===== config.mk =====
export PLATFORM = sky130hd
export DESIGN_NAME = atm_session_engine
export DESIGN_NICKNAME = d
export VERILOG_FILES = /design/src/rtl/atm_session_engine.sv
export SDC_FILE = /design/constraint.sdc
export NUM_CORES = 1
export LEC_CHECK = 0
export ABC_AREA = 1
export BUFFER_PORTS_ARGS = -buffer_cell sky130_fd_sc_hd__buf_2
export CAP_MARGIN = 20
export CORE_MARGIN = 1
export CORE_UTILIZATION = 50
export CTS_BUF_LIST = sky130_fd_sc_hd__clkbuf_8 sky130_fd_sc_hd__clkbuf_16
export CTS_CLUSTER_SIZE = 40
export DETAILED_ROUTE_END_ITERATION = 16
export PLACE_DENSITY = 0.76
export RECOVER_POWER = 25
export SYNTH_ARGS = -nofsm -noshare
export SYNTH_HDL_FRONTEND = slang
export SYNTH_SLANG_ARGS = --single-unit

===== constraint.sdc =====
create_clock -name clk -period 22.5 [get_ports clk]
set_input_delay 1.125 -clock clk [delete_from_list [all_inputs] [get_ports clk]]
set_output_delay 1.125 -clock clk [all_outputs]
set_load 0.01 [all_outputs]

===== src/rtl/atm_session_engine.sv =====
// atm_session_engine: ATM card-session core with an internal account store.
// The account store, the session FSM and the outputs are all registered in one clock domain.
// Optional build macro: ATM_TIMEOUT_EN adds an idle-cycle abort (error 7)
// after TIMEOUT_CYC quiet cycles. Without the macro the FSM waits indefinitely.
//
// Input pulse semantics: card_valid, pin_valid, op_valid, user_approve and
// user_cancel are one-cycle strobes. Each strobe qualifies its data inputs
// only in the cycle it is high. It is acted on only in the state that
// consumes it; in every other state it is dropped. There is no back-pressure:
// busy and state_o tell the driver which strobe is currently meaningful.
module atm_session_engine #(
  parameter int NUM_ACCTS     = 32,
  parameter int PIN_W         = 4,
  parameter int BAL_W         = 10,
  parameter int MAX_TRIES     = 3,
  parameter int SESSION_LIMIT = 500,
  parameter int TIMEOUT_CYC   = 1023
) (
  input  logic                         clk,
  input  logic                         rst,
  input  logic                         card_valid,
  input  logic [$clog2(NUM_ACCTS)-1:0] card_addr,
  input  logic                         pin_valid,
  input  logic [PIN_W-1:0]             pin_user,
  input  logic                         op_valid,
  input  logic [1:0]                   op_sel,
  input  logic [BAL_W-1:0]             amount,
  input  logic                         user_approve,
  input  logic                         user_cancel,
  input  logic                         prog_we,
  input  logic [$clog2(NUM_ACCTS)-1:0] prog_addr,
  input  logic [PIN_W-1:0]             prog_pin,
  input  logic [BAL_W-1:0]             prog_bal,
  output logic                         busy,
  output logic [2:0]                   state_o,
  output logic                         pin_ok,
  output logic                         txn_done,
  output logic [2:0]                   err_code,
  output logic [BAL_W-1:0]             new_balance,
  output logic [BAL_W-1:0]             cash_out
);

  localparam int AW = $clog2(NUM_ACCTS);
  localparam int TW = $clog2(MAX_TRIES + 1);
  localparam logic [TW-1:0]      TRIES_MAX = TW'(MAX_TRIES);
  localparam logic [BAL_W+1:0]   LIMIT_EXT = (BAL_W + 2)'(SESSION_LIMIT);

  localparam logic [2:0] E_OK      = 3'd0;
  localparam logic [2:0] E_BAD_PIN = 3'd1;
  localparam logic [2:0] E_LOCKED  = 3'd2;
  localparam logic [2:0] E_FUNDS   = 3'd3;
  localparam logic [2:0] E_LIMIT   = 3'd4;
  localparam logic [2:0] E_OVFL    = 3'd5;
  localparam logic [2:0] E_CANCEL  = 3'd6;
  localparam logic [2:0] E_TIMEOUT = 3'd7;

  typedef enum logic [2:0] {
    S_IDLE = 3'd0,
    S_CHK  = 3'd1,
    S_PIN  = 3'd2,
    S_OP   = 3'd3,
    S_CONF = 3'd4,
    S_EXEC = 3'd5
  } state_t;

  state_t state;

  // Account store
  logic [PIN_W-1:0] pin_mem  [NUM_ACCTS];
  logic [BAL_W-1:0] bal_mem  [NUM_ACCTS];
  logic             lock_mem [NUM_ACCTS];

  // Session context
  logic [AW-1:0]    cur_addr;
  logic [TW-1:0]    tries;
  logic             op_wd;        // 1 = withdraw, 0 = deposit
  logic [BAL_W-1:0] op_amt;
  logic [BAL_W:0]   session_sum;  // cumulative withdrawals this session

  logic [BAL_W-1:0] cur_bal;
  logic [PIN_W-1:0] cur_pin;
  logic [TW-1:0]    tries_next;
  logic [BAL_W:0]   dep_sum;
  logic [BAL_W+1:0] wd_total;
  logic             over_funds;
  logic             over_limit;
  logic             overflow;
  logic             waiting;
  logic             cancel_hit;
  logic             timeout_hit;

  assign busy    = (state != S_IDLE);
  assign state_o = state;

  assign cur_bal    = bal_mem[cur_addr];
  assign cur_pin    = pin_mem[cur_addr];
  assign tries_next = tries + 1'b1;
  // Sums are widened so that neither the overflow test nor the limit test can wrap.
  assign dep_sum    = {1'b0, cur_bal} + {1'b0, op_amt};
  assign wd_total   = {1'b0, session_sum} + {2'b00, op_amt};
  assign over_funds = (op_amt > cur_bal);
  assign over_limit = (wd_total > LIMIT_EXT);
  assign overflow   = dep_sum[BAL_W];

  // States where the session is waiting on the user; cancel and timeout apply only here.
  assign waiting    = (state == S_PIN) || (state == S_OP) || (state == S_CONF);
  assign cancel_hit = waiting && user_cancel;

`ifdef ATM_TIMEOUT_EN
  localparam int CW = $clog2(TIMEOUT_CYC + 1);
  logic [CW-1:0] idle_cnt;
  logic          any_pulse;

  assign any_pulse   = card_valid | pin_valid | op_valid | user_approve;
  assign timeout_hit = waiting && (idle_cnt == CW'(TIMEOUT_CYC));

  // Idle-cycle counter: restarts on any user strobe, runs only while waiting on the user.
  always_ff @(posedge clk or posedge rst) begin
    if (rst) begin
      idle_cnt <= '0;
    end else if (any_pulse || !waiting) begin
      idle_cnt <= '0;
    end else begin
      idle_cnt <= idle_cnt + 1'b1;
    end
  end
`else
  assign timeout_hit = 1'b0;
`endif

  // Session FSM plus account store updates; all outputs are registered here.
  always_ff @(posedge clk or posedge rst) begin
    if (rst) begin
      state       <= S_IDLE;
      cur_addr    <= '0;
      tries       <= '0;
      op_wd       <= 1'b0;
      op_amt      <= '0;
      session_sum <= '0;
      pin_ok      <= 1'b0;
      txn_done    <= 1'b0;
      err_code    <= E_OK;
      new_balance <= '0;
      cash_out    <= '0;
      for (int i = 0; i < NUM_ACCTS; i++) begin
        pin_mem[i]  <= '0;
        bal_mem[i]  <= '0;
        lock_mem[i] <= 1'b0;
      end
    end else begin
      txn_done <= 1'b0;
      cash_out <= '0;
      case (state)
        S_IDLE: begin
          // A card wins over a same-cycle provisioning write, which is dropped.
          if (card_valid) begin
            cur_addr <= card_addr;
            state    <= S_CHK;
          end else if (prog_we) begin
            pin_mem[prog_addr]  <= prog_pin;
            bal_mem[prog_addr]  <= prog_bal;
            lock_mem[prog_addr] <= 1'b0;
          end
        end

        S_CHK: begin
          if (lock_mem[cur_addr]) begin
            txn_done    <= 1'b1;
            err_code    <= E_LOCKED;
            pin_ok      <= 1'b0;
            session_sum <= '0;
            state       <= S_IDLE;
          end else begin
            tries <= '0;
            state <= S_PIN;
          end
        end

        S_PIN: begin
          if (cancel_hit || timeout_hit) begin
            txn_done    <= 1'b1;
            err_code    <= cancel_hit ? E_CANCEL : E_TIMEOUT;
            pin_ok      <= 1'b0;
            session_sum <= '0;
            state       <= S_IDLE;
          end else if (pin_valid) begin
            if (pin_user == cur_pin) begin
              pin_ok <= 1'b1;
              state  <= S_OP;
            end else if (tries_next == TRIES_MAX) begin
              // Final wrong PIN locks the account and ends the session.
              tries              <= tries_next;
              lock_mem[cur_addr] <= 1'b1;
              txn_done           <= 1'b1;
              err_code           <= E_LOCKED;
              pin_ok             <= 1'b0;
              session_sum        <= '0;
              state              <= S_IDLE;
            end else begin
              tries    <= tries_next;
              txn_done <= 1'b1;
              err_code <= E_BAD_PIN;
            end
          end
        end

        S_OP: begin
          if (cancel_hit || timeout_hit) begin
            txn_done    <= 1'b1;
            err_code    <= cancel_hit ? E_CANCEL : E_TIMEOUT;
            pin_ok      <= 1'b0;
            session_sum <= '0;
            state       <= S_IDLE;
          end else if (op_valid) begin
            case (op_sel)
              2'b00: begin
                txn_done    <= 1'b1;
                err_code    <= E_OK;
                pin_ok      <= 1'b0;
                session_sum <= '0;
                state       <= S_IDLE;
              end
              2'b11: begin
                new_balance <= cur_bal;
                txn_done    <= 1'b1;
                err_code    <= E_OK;
              end
              default: begin
                op_wd  <= op_sel[1];
                op_amt <= amount;
                state  <= S_CONF;
              end
            endcase
          end
        end

        S_CONF: begin
          if (cancel_hit || timeout_hit) begin
            txn_done    <= 1'b1;
            err_code    <= cancel_hit ? E_CANCEL : E_TIMEOUT;
            pin_ok      <= 1'b0;
            session_sum <= '0;
            state       <= S_IDLE;
          end else if (user_approve) begin
            state <= S_EXEC;
          end
        end

        S_EXEC: begin
          // Error checks in priority order; any error leaves the store untouched.
          txn_done <= 1'b1;
          state    <= S_OP;
          if (op_wd && over_funds) begin
            err_code <= E_FUNDS;
          end else if (op_wd && over_limit) begin
            err_code <= E_LIMIT;
          end else if (!op_wd && overflow) begin
            err_code <= E_OVFL;
          end else begin
            err_code <= E_OK;
            if (op_wd) begin
              bal_mem[cur_addr] <= cur_bal - op_amt;
              new_balance       <= cur_bal - op_amt;
              session_sum       <= wd_total[BAL_W:0];
              cash_out          <= op_amt;
            end else begin
              bal_mem[cur_addr] <= dep_sum[BAL_W-1:0];
              new_balance       <= dep_sum[BAL_W-1:0];
            end
          end
        end

        default: state <= S_IDLE;
      endcase
    end
  end

endmodule


==> summary.md <==
| Metric | Value |
|---|---|
| Run status | finished, violations left |
| Failing checks | max-capacitance violations, max-slew violations |
| IO buf count | 76 |
| Starting DRT DRC Count | 5119 |
| Drt wl/cell | 22.21 µm |
| Slew Viols, Final | 212 |
| Gpl congestion | 0.9551 |
| Total clock sinks | 537 |
| Antenna cells | 0 |
| CP Launch Type | register |
| Area Growth Syn to Fin | 9.173% |
| # fillers | 5632 |
| DRT Pass-1 Iters | 6 |
| Unrepaired setup endpoints after global routing | false |
| Initial Utilization | 0.5049 |
| Clock H-tree levels | 2 |
| Standard-cell row count | 90 |
| CTS tree | done |
| Cell taking the most area after synthesis | dfrtp_1 |
| FF-to-FF End | bal_mem[232] |
| Peak VDD IR | 0.00007519 V |
| Syn Nets | 4231 |
| Final WL | 108800 µm |
| Gr usage total | 0.3468 |
| Worst Path Class, Setup | register to register |
| Via/cell ratio | 6.235 |
| CP Max Fanout | 190 |
| Clk_skew | 0.03232 ns |
| Final min period | 8.324 ns |
| Post-Syn Area | 30420 µm² |
| #FFs+latches synth | 537 |
| Main flop type after synthesis | dfrtp_1 |
| Worst-path clk slew | 0.06 ns |
| Residual DRC | 0 |
| Latest clock arrival within the worst-skew pair | 0.66 ns |
| Highest clock rate | 120.1 MHz |
| Final cell count without fillers | 4899 |
| Post-synth top area share | 0.4418 |
| Worst R2R Start | cur_addr[0] |
| Async S/R FF share, synth | 1.000 |
| Sequential share of the synthesized area | 0.4418 |
| Area contributors post-synth | dfrtp_1, nand2_1, nand3_1 |
| Count leader, synth | nand2_1 |
| Via count | 30550 |
| Total of max-cap violations | 3 |
| Core Area | 60250 µm² |
| Share of cells above drive strength 1 | 0.07384 |
| PostCTS Resize Cnt | 0 |
| DPL Wire Length | 69060 µm |
| Die height | 248.6 µm |
| Tcrit/Tclk final | 0.3700 |
| Setup crit end | bal_mem[232] |
| Die ar. | 61820 µm² |
| Root Buffer Master | clkbuf_16 |
| Pwr dens | 101.8 nW/µm² |
| Nets | 4155 |
| Synth unique cells | 42 |
| WP data required | 23.03 ns |
| Setup TNS | 0 ns |
| Syn avg cell area | 7.340 µm² |
| Vias in the first global route | 27860 |
| Post-route ant nets | 0 |
| Hold Crit Class | register to register |
| Synth warnings | 0 |
| WP data arrival | 8.85 ns |
| Remaining global-route overflow | 0 |
| Hold_sp | bal_mem[62] |
| First-pass GRT wire length | 167100 µm |
| Hold Vio Cnt, Final | 0 |
| Initial antenna violation count | 1 |
| Commonest cells in the synthesized netlist | nand2_1, dfrtp_1, nand3_1, o21ai_0, o22ai_1 |
| FF-to-FF path depth | 23 |
| Flop2flop setup slack | 14.18 ns |
| Die Wd | 248.6 µm |
| TritonCTS buffer count | 58 |
| Tot Pwr | 0.003380 W |
| IO Pins | 77 |
| Pin count of the biggest net entering global routing | 191 |
| Placed Instances | 4787 |
| Hold_ws | 0.4714 ns |
| Worst slew pin tran | 5.326 ns |
| Crit path from | cur_addr[0] |
| Finish-stage setup viols | 0 |
| Max-slew headroom | -2.550 |
| Post-Syn Instances | 4144 |
| Final instance area | 33210 µm² |
| Number of synthesized flops with an enable pin | 0 |
| Pleak | 16.19 nW |
| Setup repair bufs after CTS | 0 |
| Placed Area | 31040 µm² |
| CTS Hold Bufs | 0 |
| Clock Path Buffers | 3 |
| CP Capture Type | register |
-- where the power goes --
part | internal, W | switching [W]
combinational | 0.000250 | 0.000910
clock | 0.000651 | 0.000427
sequential | 0.00106 | 0.0000830
total | 0.00196 | 0.00142
-- logic make-up after synthesis --
group | Yosys count | synth area share
compound gates | 903 | 0.1767
xor+xnor | 6 | 0.001728
fa+ha+maj | 39 | 0.01678
buf+inv | 509 | 0.07005
flops | 537 | 0.4418
mux | 1 | 0.0003291
simple gates | 2149 | 0.2926
-- stage by stage --
step             util  setup WS (ns)
2_1_floorplan       -          6.366
3_3_place_gp   0.5152          15.13
3_5_place_dp   0.5152          14.98
4_1_cts        0.5509          14.96
5_1_grt        0.5512          13.79
6_report       0.5512          14.18
-- worst min-delay path by stage --
stage | end | slack [ns] | cells after the start
floorplan | bal_mem[10] | 0.44 | 2
global placement | bal_mem[62] | 0.45 | 2
detailed placement | bal_mem[65] | 0.46 | 2
CTS | bal_mem[277] | 0.47 | 2
global route | bal_mem[204] | 0.48 | 2
finish | bal_mem[62] | 0.47 | 2
-- worst max-delay path, stage by stage, from the launching register on --
cell	delay, ns
dfrtp_2	0.41
buf_4	0.33
inv_1	1.36
nor2_4	-0.05
buf_4	0.36
buf_4	0.38
a22oi_1	0.24
a21oi_1	0.11
nor4_1	0.85
nand2_1	0.33
ha_1	0.46
nand2_1	0.09
inv_1	0.07
nand4_1	0.09
o211ai_1	0.14
nand2_1	0.12
o211ai_2	0.24
nand3_1	0.16
nor2_4	0.17
buf_12	0.54
buf_4	0.83
nand2_1	0.47
nand2_1	0.16
nand2_1	0.07
-- cell usage in the layout, fill, tap and decap left out, drive strengths merged --
| cell type | instances |
|---|---|
| a211oi | 1 |
| a21o | 4 |
| a21oi | 135 |
| a22oi | 171 |
| a31oi | 2 |
| buf | 106 |
| bufinv | 11 |
| clkbuf | 100 |
| clkinv | 24 |
| clkinvlp | 4 |
| dfrtp | 537 |
| fa | 3 |
| ha | 36 |
| inv | 237 |
| mux2i | 1 |
| nand2 | 1500 |
| nand3 | 408 |
| nand3b | 1 |
| nand4 | 9 |
| nor2 | 175 |
| nor3 | 20 |
| nor4 | 28 |
| o211ai | 4 |
| o21ai | 302 |
| o21bai | 24 |
| o22ai | 250 |
| o31ai | 10 |
| or2 | 8 |
| xnor2 | 2 |
| xor2 | 4 |
-- flip-flops by register name (all words and copies together) (netlist names) --
signal	count
bal_mem	320
pin_mem	128
lock_mem	32
session_sum	11
cash_out	10
new_balance	10
op_amt	10
cur_addr	5
err_code	3
state_o	3
tries	2
op_wd	1
pin_ok	1
txn_done	1
-- layout make-up --
class | count | area, µm² | share of cell area
flip-flops and latches | 537 | 13440 | 0.4047
repair buffers | 132 | 840.8 | 0.02532
clock inverters | 35 | 469.2 | 0.01413
inverters | 241 | 907.1 | 0.02732
well taps | 782 | 978.4 | 0.02946
clock buffers | 74 | 1683 | 0.05068
multi-input cells | 3098 | 14890 | 0.4484
-- per-layer routing --
metal  track usage  up-vias  wire length, µm
met5             0        -                8
met4        0.1711        2             6013
met3        0.1001      408            15140
met2        0.4913     2078            44740
met1        0.4843    14220            42910
li1              -    13840                -
Note: power is estimated with default switching activity, not from simulation.
